## src/rtl/accel_csr_slave.sv

```systemverilog
`default_nettype none
// ============================================================================
// Module      : accel_csr_slave
// Description : AXI4-Lite register file that programs the dot-product core
//               (CTRL, SRC_A, SRC_B, LEN, DST) and reports its STATUS.
//               Optional feature macro: ACCEL_CSR_IRQ_EN adds a level irq
//               output and makes CTRL.IE writable.
// Revision    : 1.0 - initial release
// ============================================================================
module accel_csr_slave #(
  parameter int ADDR_W = 8,
  parameter int LEN_W  = 8
) (
  input  logic              ACLK,
  input  logic              ARESETn,
  input  logic              S_AWVALID,
  output logic              S_AWREADY,
  input  logic [ADDR_W-1:0] S_AWADDR,
  input  logic              S_WVALID,
  output logic              S_WREADY,
  input  logic [31:0]       S_WDATA,
  input  logic [3:0]        S_WSTRB,
  output logic              S_BVALID,
  output logic [1:0]        S_BRESP,
  input  logic              S_BREADY,
  input  logic              S_ARVALID,
  output logic              S_ARREADY,
  input  logic [ADDR_W-1:0] S_ARADDR,
  output logic              S_RVALID,
  output logic [31:0]       S_RDATA,
  output logic [1:0]        S_RRESP,
  input  logic              S_RREADY,
  output logic [31:0]       REG0,
  output logic [31:0]       REG1,
  output logic [31:0]       REG2,
  output logic [31:0]       REG3,
  output logic [31:0]       REG4,
  output logic [31:0]       REG5,
`ifdef ACCEL_CSR_IRQ_EN
  output logic              irq,
`endif
  input  logic              set_busy,
  input  logic              set_done,
  input  logic              set_error
);

  localparam int                  c_WORD_W    = ADDR_W - 2;
  localparam logic [c_WORD_W-1:0] c_LAST_WORD = c_WORD_W'(5);
  localparam logic [1:0]          c_OKAY      = 2'b00;
  localparam logic [1:0]          c_SLVERR    = 2'b10;

  // write channel state
  logic                r_aw_full, r_w_full, r_awready, r_wready, r_bvalid;
  logic [c_WORD_W-1:0] r_aw_word;
  logic [31:0]         r_w_data;
  logic [3:0]          r_w_strb;
  logic [1:0]          r_bresp;
  // read channel state
  logic                r_arready, r_rvalid;
  logic [31:0]         r_rdata;
  logic [1:0]          r_rresp;
  // register file
  logic                r_start, r_busy, r_done, r_error;
  logic [31:0]         r_src_a, r_src_b, r_dst;
  logic [LEN_W-1:0]    r_len;
  logic                w_ie;

  logic                w_aw_hs, w_w_hs, w_b_hs, w_ar_hs, w_r_hs;
  logic                w_aw_full_nxt, w_w_full_nxt;
  logic                w_commit, w_wr_err, w_wr_en;
  logic [2:0]          w_wr_idx;
  logic [31:0]         w_wmask;
  logic                w_start_nxt, w_busy_nxt, w_done_nxt, w_error_nxt;
  logic [31:0]         w_src_a_nxt, w_src_b_nxt, w_dst_nxt;
  logic [LEN_W-1:0]    w_len_nxt;
  logic [c_WORD_W-1:0] w_ar_word;
  logic                w_rd_ok;
  logic [31:0]         w_rd_data;
  logic                w_unused;

  // byte-lane merge of write data into an existing register value
  function automatic logic [31:0] f_merge(input logic [31:0] old_v,
                                          input logic [31:0] new_v,
                                          input logic [31:0] mask);
    return (old_v & ~mask) | (new_v & mask);
  endfunction

  // address bits [1:0] never select anything
  assign w_unused = &{1'b0, S_AWADDR[1:0], S_ARADDR[1:0]};

  assign w_aw_hs = S_AWVALID & r_awready;
  assign w_w_hs  = S_WVALID & r_wready;
  assign w_b_hs  = r_bvalid & S_BREADY;
  assign w_ar_hs = S_ARVALID & r_arready;
  assign w_r_hs  = r_rvalid & S_RREADY;

  // both buffers stay occupied until the response has been taken
  assign w_aw_full_nxt = w_b_hs ? 1'b0 : (r_aw_full | w_aw_hs);
  assign w_w_full_nxt  = w_b_hs ? 1'b0 : (r_w_full | w_w_hs);

  assign w_commit = r_aw_full & r_w_full & ~r_bvalid;
  assign w_wr_idx = r_aw_word[2:0];
  assign w_wr_err = (r_aw_word > c_LAST_WORD) ||
                    (r_busy && (w_wr_idx >= 3'd1) && (w_wr_idx <= 3'd4));
  assign w_wr_en  = w_commit & ~w_wr_err;
  assign w_wmask  = {{8{r_w_strb[3]}}, {8{r_w_strb[2]}},
                     {8{r_w_strb[1]}}, {8{r_w_strb[0]}}};

`ifdef ACCEL_CSR_IRQ_EN
  logic r_ie;
  logic w_ie_nxt;
  assign w_ie = r_ie;
`else
  assign w_ie = 1'b0;
`endif

  assign REG0 = {30'h0, w_ie, r_start};
  assign REG1 = r_src_a;
  assign REG2 = r_src_b;
  assign REG3 = 32'(r_len);
  assign REG4 = r_dst;
  assign REG5 = {29'h0, r_error, r_done, r_busy};

  // next register values: host write first, then core status pulses on top
  always_comb begin
    w_start_nxt = r_start;
    w_busy_nxt  = r_busy;
    w_done_nxt  = r_done;
    w_error_nxt = r_error;
    w_src_a_nxt = r_src_a;
    w_src_b_nxt = r_src_b;
    w_len_nxt   = r_len;
    w_dst_nxt   = r_dst;
`ifdef ACCEL_CSR_IRQ_EN
    w_ie_nxt    = r_ie;
`endif
    if (w_wr_en) begin
      case (w_wr_idx)
        3'd0: begin
          if (r_w_strb[0]) begin
            if (!r_busy) w_start_nxt = r_w_data[0];
`ifdef ACCEL_CSR_IRQ_EN
            w_ie_nxt = r_w_data[1];
`endif
          end
        end
        3'd1: w_src_a_nxt = f_merge(r_src_a, r_w_data, w_wmask);
        3'd2: w_src_b_nxt = f_merge(r_src_b, r_w_data, w_wmask);
        3'd3: w_len_nxt   = LEN_W'(f_merge(32'(r_len), r_w_data, w_wmask));
        3'd4: w_dst_nxt   = f_merge(r_dst, r_w_data, w_wmask);
        3'd5: begin
          if (r_w_strb[0]) begin
            if (r_w_data[1]) w_done_nxt  = 1'b0;
            if (r_w_data[2]) w_error_nxt = 1'b0;
          end
        end
        default: ;
      endcase
    end
    if (set_busy) begin
      w_busy_nxt  = 1'b1;
      w_done_nxt  = 1'b0;
      w_error_nxt = 1'b0;
      w_start_nxt = 1'b0;
    end else if (set_done) begin
      w_busy_nxt  = 1'b0;
      w_done_nxt  = 1'b1;
    end else if (set_error) begin
      w_busy_nxt  = 1'b0;
      w_error_nxt = 1'b1;
      w_start_nxt = 1'b0;
    end
  end

  // read mux over the current (pre-commit) register values
  always_comb begin
    w_ar_word = S_ARADDR[ADDR_W-1:2];
    w_rd_ok   = (w_ar_word <= c_LAST_WORD);
    w_rd_data = 32'h0;
    if (w_rd_ok) begin
      case (w_ar_word[2:0])
        3'd0:    w_rd_data = REG0;
        3'd1:    w_rd_data = REG1;
        3'd2:    w_rd_data = REG2;
        3'd3:    w_rd_data = REG3;
        3'd4:    w_rd_data = REG4;
        3'd5:    w_rd_data = REG5;
        default: w_rd_data = 32'h0;
      endcase
    end
  end

  // write channel: AW/W buffers, ready flags and B response
  always_ff @(posedge ACLK or negedge ARESETn) begin
    if (!ARESETn) begin
      r_aw_full <= 1'b0;
      r_w_full  <= 1'b0;
      r_awready <= 1'b0;
      r_wready  <= 1'b0;
      r_aw_word <= '0;
      r_w_data  <= 32'h0;
      r_w_strb  <= 4'h0;
      r_bvalid  <= 1'b0;
      r_bresp   <= c_OKAY;
    end else begin
      r_aw_full <= w_aw_full_nxt;
      r_w_full  <= w_w_full_nxt;
      r_awready <= ~w_aw_full_nxt;
      r_wready  <= ~w_w_full_nxt;
      if (w_aw_hs) r_aw_word <= S_AWADDR[ADDR_W-1:2];
      if (w_w_hs) begin
        r_w_data <= S_WDATA;
        r_w_strb <= S_WSTRB;
      end
      if (w_commit) begin
        r_bvalid <= 1'b1;
        r_bresp  <= w_wr_err ? c_SLVERR : c_OKAY;
      end else if (w_b_hs) begin
        r_bvalid <= 1'b0;
      end
    end
  end

  // read channel: one outstanding read, response held until taken
  always_ff @(posedge ACLK or negedge ARESETn) begin
    if (!ARESETn) begin
      r_arready <= 1'b0;
      r_rvalid  <= 1'b0;
      r_rdata   <= 32'h0;
      r_rresp   <= c_OKAY;
    end else begin
      if (w_ar_hs) begin
        r_rvalid  <= 1'b1;
        r_arready <= 1'b0;
        r_rdata   <= w_rd_data;
        r_rresp   <= w_rd_ok ? c_OKAY : c_SLVERR;
      end else if (w_r_hs) begin
        r_rvalid  <= 1'b0;
        r_arready <= 1'b1;
      end else begin
        r_arready <= ~r_rvalid;
      end
    end
  end

  // register file update
  always_ff @(posedge ACLK or negedge ARESETn) begin
    if (!ARESETn) begin
      r_start <= 1'b0;
      r_busy  <= 1'b0;
      r_done  <= 1'b0;
      r_error <= 1'b0;
      r_src_a <= 32'h0;
      r_src_b <= 32'h0;
      r_len   <= '0;
      r_dst   <= 32'h0;
    end else begin
      r_start <= w_start_nxt;
      r_busy  <= w_busy_nxt;
      r_done  <= w_done_nxt;
      r_error <= w_error_nxt;
      r_src_a <= w_src_a_nxt;
      r_src_b <= w_src_b_nxt;
      r_len   <= w_len_nxt;
      r_dst   <= w_dst_nxt;
    end
  end

`ifdef ACCEL_CSR_IRQ_EN
  // interrupt enable and level interrupt tracking DONE/ERROR
  always_ff @(posedge ACLK or negedge ARESETn) begin
    if (!ARESETn) begin
      r_ie <= 1'b0;
      irq  <= 1'b0;
    end else begin
      r_ie <= w_ie_nxt;
      irq  <= w_ie_nxt & (w_done_nxt | w_error_nxt);
    end
  end
`endif

  assign S_AWREADY = r_awready;
  assign S_WREADY  = r_wready;
  assign S_BVALID  = r_bvalid;
  assign S_BRESP   = r_bresp;
  assign S_ARREADY = r_arready;
  assign S_RVALID  = r_rvalid;
  assign S_RDATA   = r_rdata;
  assign S_RRESP   = r_rresp;

endmodule
`default_nettype wire
```

## config.mk

```make
export PLATFORM = sky130hd
export DESIGN_NAME = accel_csr_slave
export DESIGN_NICKNAME = d
export VERILOG_FILES = /design/src/rtl/accel_csr_slave.sv
export SDC_FILE = /design/constraint.sdc
export NUM_CORES = 1
export LEC_CHECK = 0
export CAP_MARGIN = 20
export CORE_ASPECT_RATIO = 1.75
export CORE_MARGIN = 5
export CORE_UTILIZATION = 30
export DETAILED_ROUTE_END_ITERATION = 16
export PLACE_DENSITY = 0.65
export SKIP_CTS_REPAIR_TIMING = 1
export SKIP_LAST_GASP = 1
export SLEW_MARGIN = 20
export SYNTH_ARGS = -nofsm -noshare
export SYNTH_HDL_FRONTEND = slang
export SYNTH_SLANG_ARGS = --single-unit
```

## constraint.sdc

```tcl
create_clock -name ACLK -period 2.3 [get_ports ACLK]
set_clock_uncertainty 0.15 [all_clocks]
set_input_delay 0.23 -clock ACLK [delete_from_list [all_inputs] [get_ports ACLK]]
set_output_delay 0.23 -clock ACLK [all_outputs]
set_load 0.02 [all_outputs]
```

==> results.cfg <==
[floorplan]
die_w_um = 141
fp.dieH_um = 240
die-area_um2 = 33800
rows = 84
start_util_pct = 30.2
ios = 295
coreArea_um2 = 30000

[clocking]
clk_pin_slew_ns = 0.07
worstSkewPairLatency_ns = 0.45
cts_root_buf = clkbuf_16
htree_num_levels = 4
numCtsBuffers = 17
cts_tree = yes
cts_sinks = 191
clock_path_buffers = 2

[worst_setup_path]
crit_buf_inv = 0
crit_type = reg2reg
cp.required_ns = 2.48
ff2ff_setup_slack_ns = 0.04
cp_max_fo = 8
start_kind = register
cp-end-kind = register
cpPeakStageDelay_ns = 0.67
path_common_cell = or4_4
worst_r2r_path_depth = 3
cp_cell_sequence = or4_4 > or4_4 > mux2_4
r2r-start = r_aw_word[5]
cpMaxStageDelayCell = or4_4
crit_family = simple AND/OR/NAND/NOR gates
cp_data_arrival_time_ns = 2.44

[timing]
worst_pin_slew_ns = 0.907
clock.fmax_mhz = 443
maxSlewHeadroom_pct = 39.3
finalSetupViolCount = 0
hold_viol_final = 0
slew_violations = 0
min_period_over_period_pct = 98.1
final.setup.tns_ns = 0
fin_crit_ns = 2.26

[routing]
firstDrtPassIters = 7
ant_nets = 0
drtIter0Drc = 361
route.vias.total = 6367
wirelength_mm = 26.8
avgRoutedWirePerCell_um = 20.2
viasPerCell = 4.78
drc = 0

[power]
p_total_uw = 11200
irDropWorstVdd_mv = 0.583
power.leakage_uw = 0.00539
powerDensity_nw_per_um2 = 916

[synthesis]
synth-simple-area-share_pct = 10.6
yosysSeqAreaShare_pct = 52.9
yosys-mux-area-fraction_pct = 20.0
yosys.area.top_type_share_pct = 52.9
synth_edf_count = 0
synth-xor-area-share_pct = 0.0969
syn_avg_cell_area_um2 = 12.9
synth_compound_area_share_pct = 6.67
ys_types = 46
synthFlopType = dfrtp_1
synth_top_family_by_area = multiplexers
yosysTopAreaCell = dfrtp_1
yosysWarnings = 0
synth-async-reset-ratio_pct = 100
postSynthCellCount = 699
synth-seq-cells = 191
synth_area_um2 = 9040
synth_area_leaders = dfrtp_1, mux2_2, buf_4
synthAdderAreaFrac_pct = 0

[placement]
port-buffer-count = 204
placed_area_um2 = 11600
placed_cells = 1296
hpwl_mm = 19.8
gp_congestion = 0.786

[global_routing]
grt_max_degree = 61
grt_overflow = 0
grt_pass1_wl_mm = 39.4
grtUsageTotal_pct = 15.6
grt_pass1_vias = 6416
grt_antenna_before_repair = 2

[finish]
fin_area_um2 = 12200
drive_gt1_share_pct = 27.2
layout.nets = 991
final_cells = 1331
syn_to_final_growth_pct = 35.5
final_util_pct = 40.9

[run]
maxCapViolCount = 0

[min_path]
hold_class = in2async

[run_status]
status = completed
-- cell type report --
| cell class | count | area [um^2] |
|---|---|---|
| diodes | 2 | 5.00 |
| clock buffers | 26 | 529 |
| clock inverters | 6 | 119 |
| fillers | 2818 | 17700 |
| inverters | 11 | 41.3 |
| multi-input cells | 455 | 3730 |
| flip-flops and latches | 191 | 4780 |
| well taps | 387 | 484 |
| repair buffers | 253 | 2560 |
-- routing by layer --
layer / GRT usage [%] / vias to the layer above / share of wire [%]
li1: - / 2822 / -
met1: 16.2 / 3224 / 35
met2: 28.6 / 271 / 54
met3: 3.72 / 50 / 6.9
met4: 8.37 / 0 / 3.7
met5: 0 / - / 0
-- synth_stat cells, drive strengths merged, types with 2 or more instances --
cell type	count
nand3	4
a21oi	3
nor4bb	9
nor2b	15
clkbuf	28
a22oi	3
o221ai	2
dfrtp	191
o21ai	21
nand2	28
inv	11
a211oi	17
or4	2
nand3b	34
and2	11
buf	99
a222oi	10
or3	3
a221oi	2
mux2	155
nand2b	5
a221o	14
nor3b	3
nor4	9
a311oi	2
nor3	3
nor2	2
-- how the worst max path moves through the flow --
stage                             from       end  slack [ns]  depth (start not counted)
after floorplan           r_aw_word[3]  register       0.007                          5
after global placement    r_aw_word[5]  register       -0.03                          5
after detailed placement  r_aw_word[5]  register       -0.06                          5
after CTS                 r_aw_word[5]  register       -0.08                          5
after global routing      r_aw_word[3]  register      -0.002                          5
final                     r_aw_word[5]  register        0.04                          3
-- through the flow --
step	hold WS, ns	worst slack (ns)
3_3_place_gp	0.0359	-0.0328
6_report	0.112	0.0429
4_1_cts	-0.459	-0.0782
2_1_floorplan	-0.216	0.00747
3_5_place_dp	0.0410	-0.0588
5_1_grt	0.144	-0.00180
-- worst register-to-register path, stage by stage (launching register included) --
cell	delay (ns)
dfrtp_1	0.41
or4_4	0.55
or4_4	0.67
mux2_4	0.35
-- layout by cell type, fill, tap and decap left out, drive strengths merged, types with 4 or more instances in the layout --
cell type      count
inv               12
clkbuf            27
and2              11
a221o             14
nor4bb             9
o21ai             21
dfrtp            191
nand2             28
buf               50
nand2b             5
nand3b            34
nor2b             15
conb              86
mux2             155
nand3              4
a211oi            17
clkdlybuf4s50    201
a222oi            10
nor4               9
-- kinds of logic (layout without fill, tap and decap cells) --
group	count (synthesis)	in the layout
DFF	191	191
AOI/OAI and AO/OA	79	79
and+or+nand+nor	132	132
buffers and inverters	138	296
muxes	157	157
xor gates and xnor gates	1	1
other	1	88
-- report_power, final --
part | leakage [uW] | internal (uW) | switching [uW]
sequential | 0.00254 | 4090 | 738
clock | 0.000319 | 1930 | 1300
combinational | 0.00253 | 1580 | 1570
total | 0.00539 | 7600 | 3610
No activity file was read; power rests on OpenSTA's default activity.
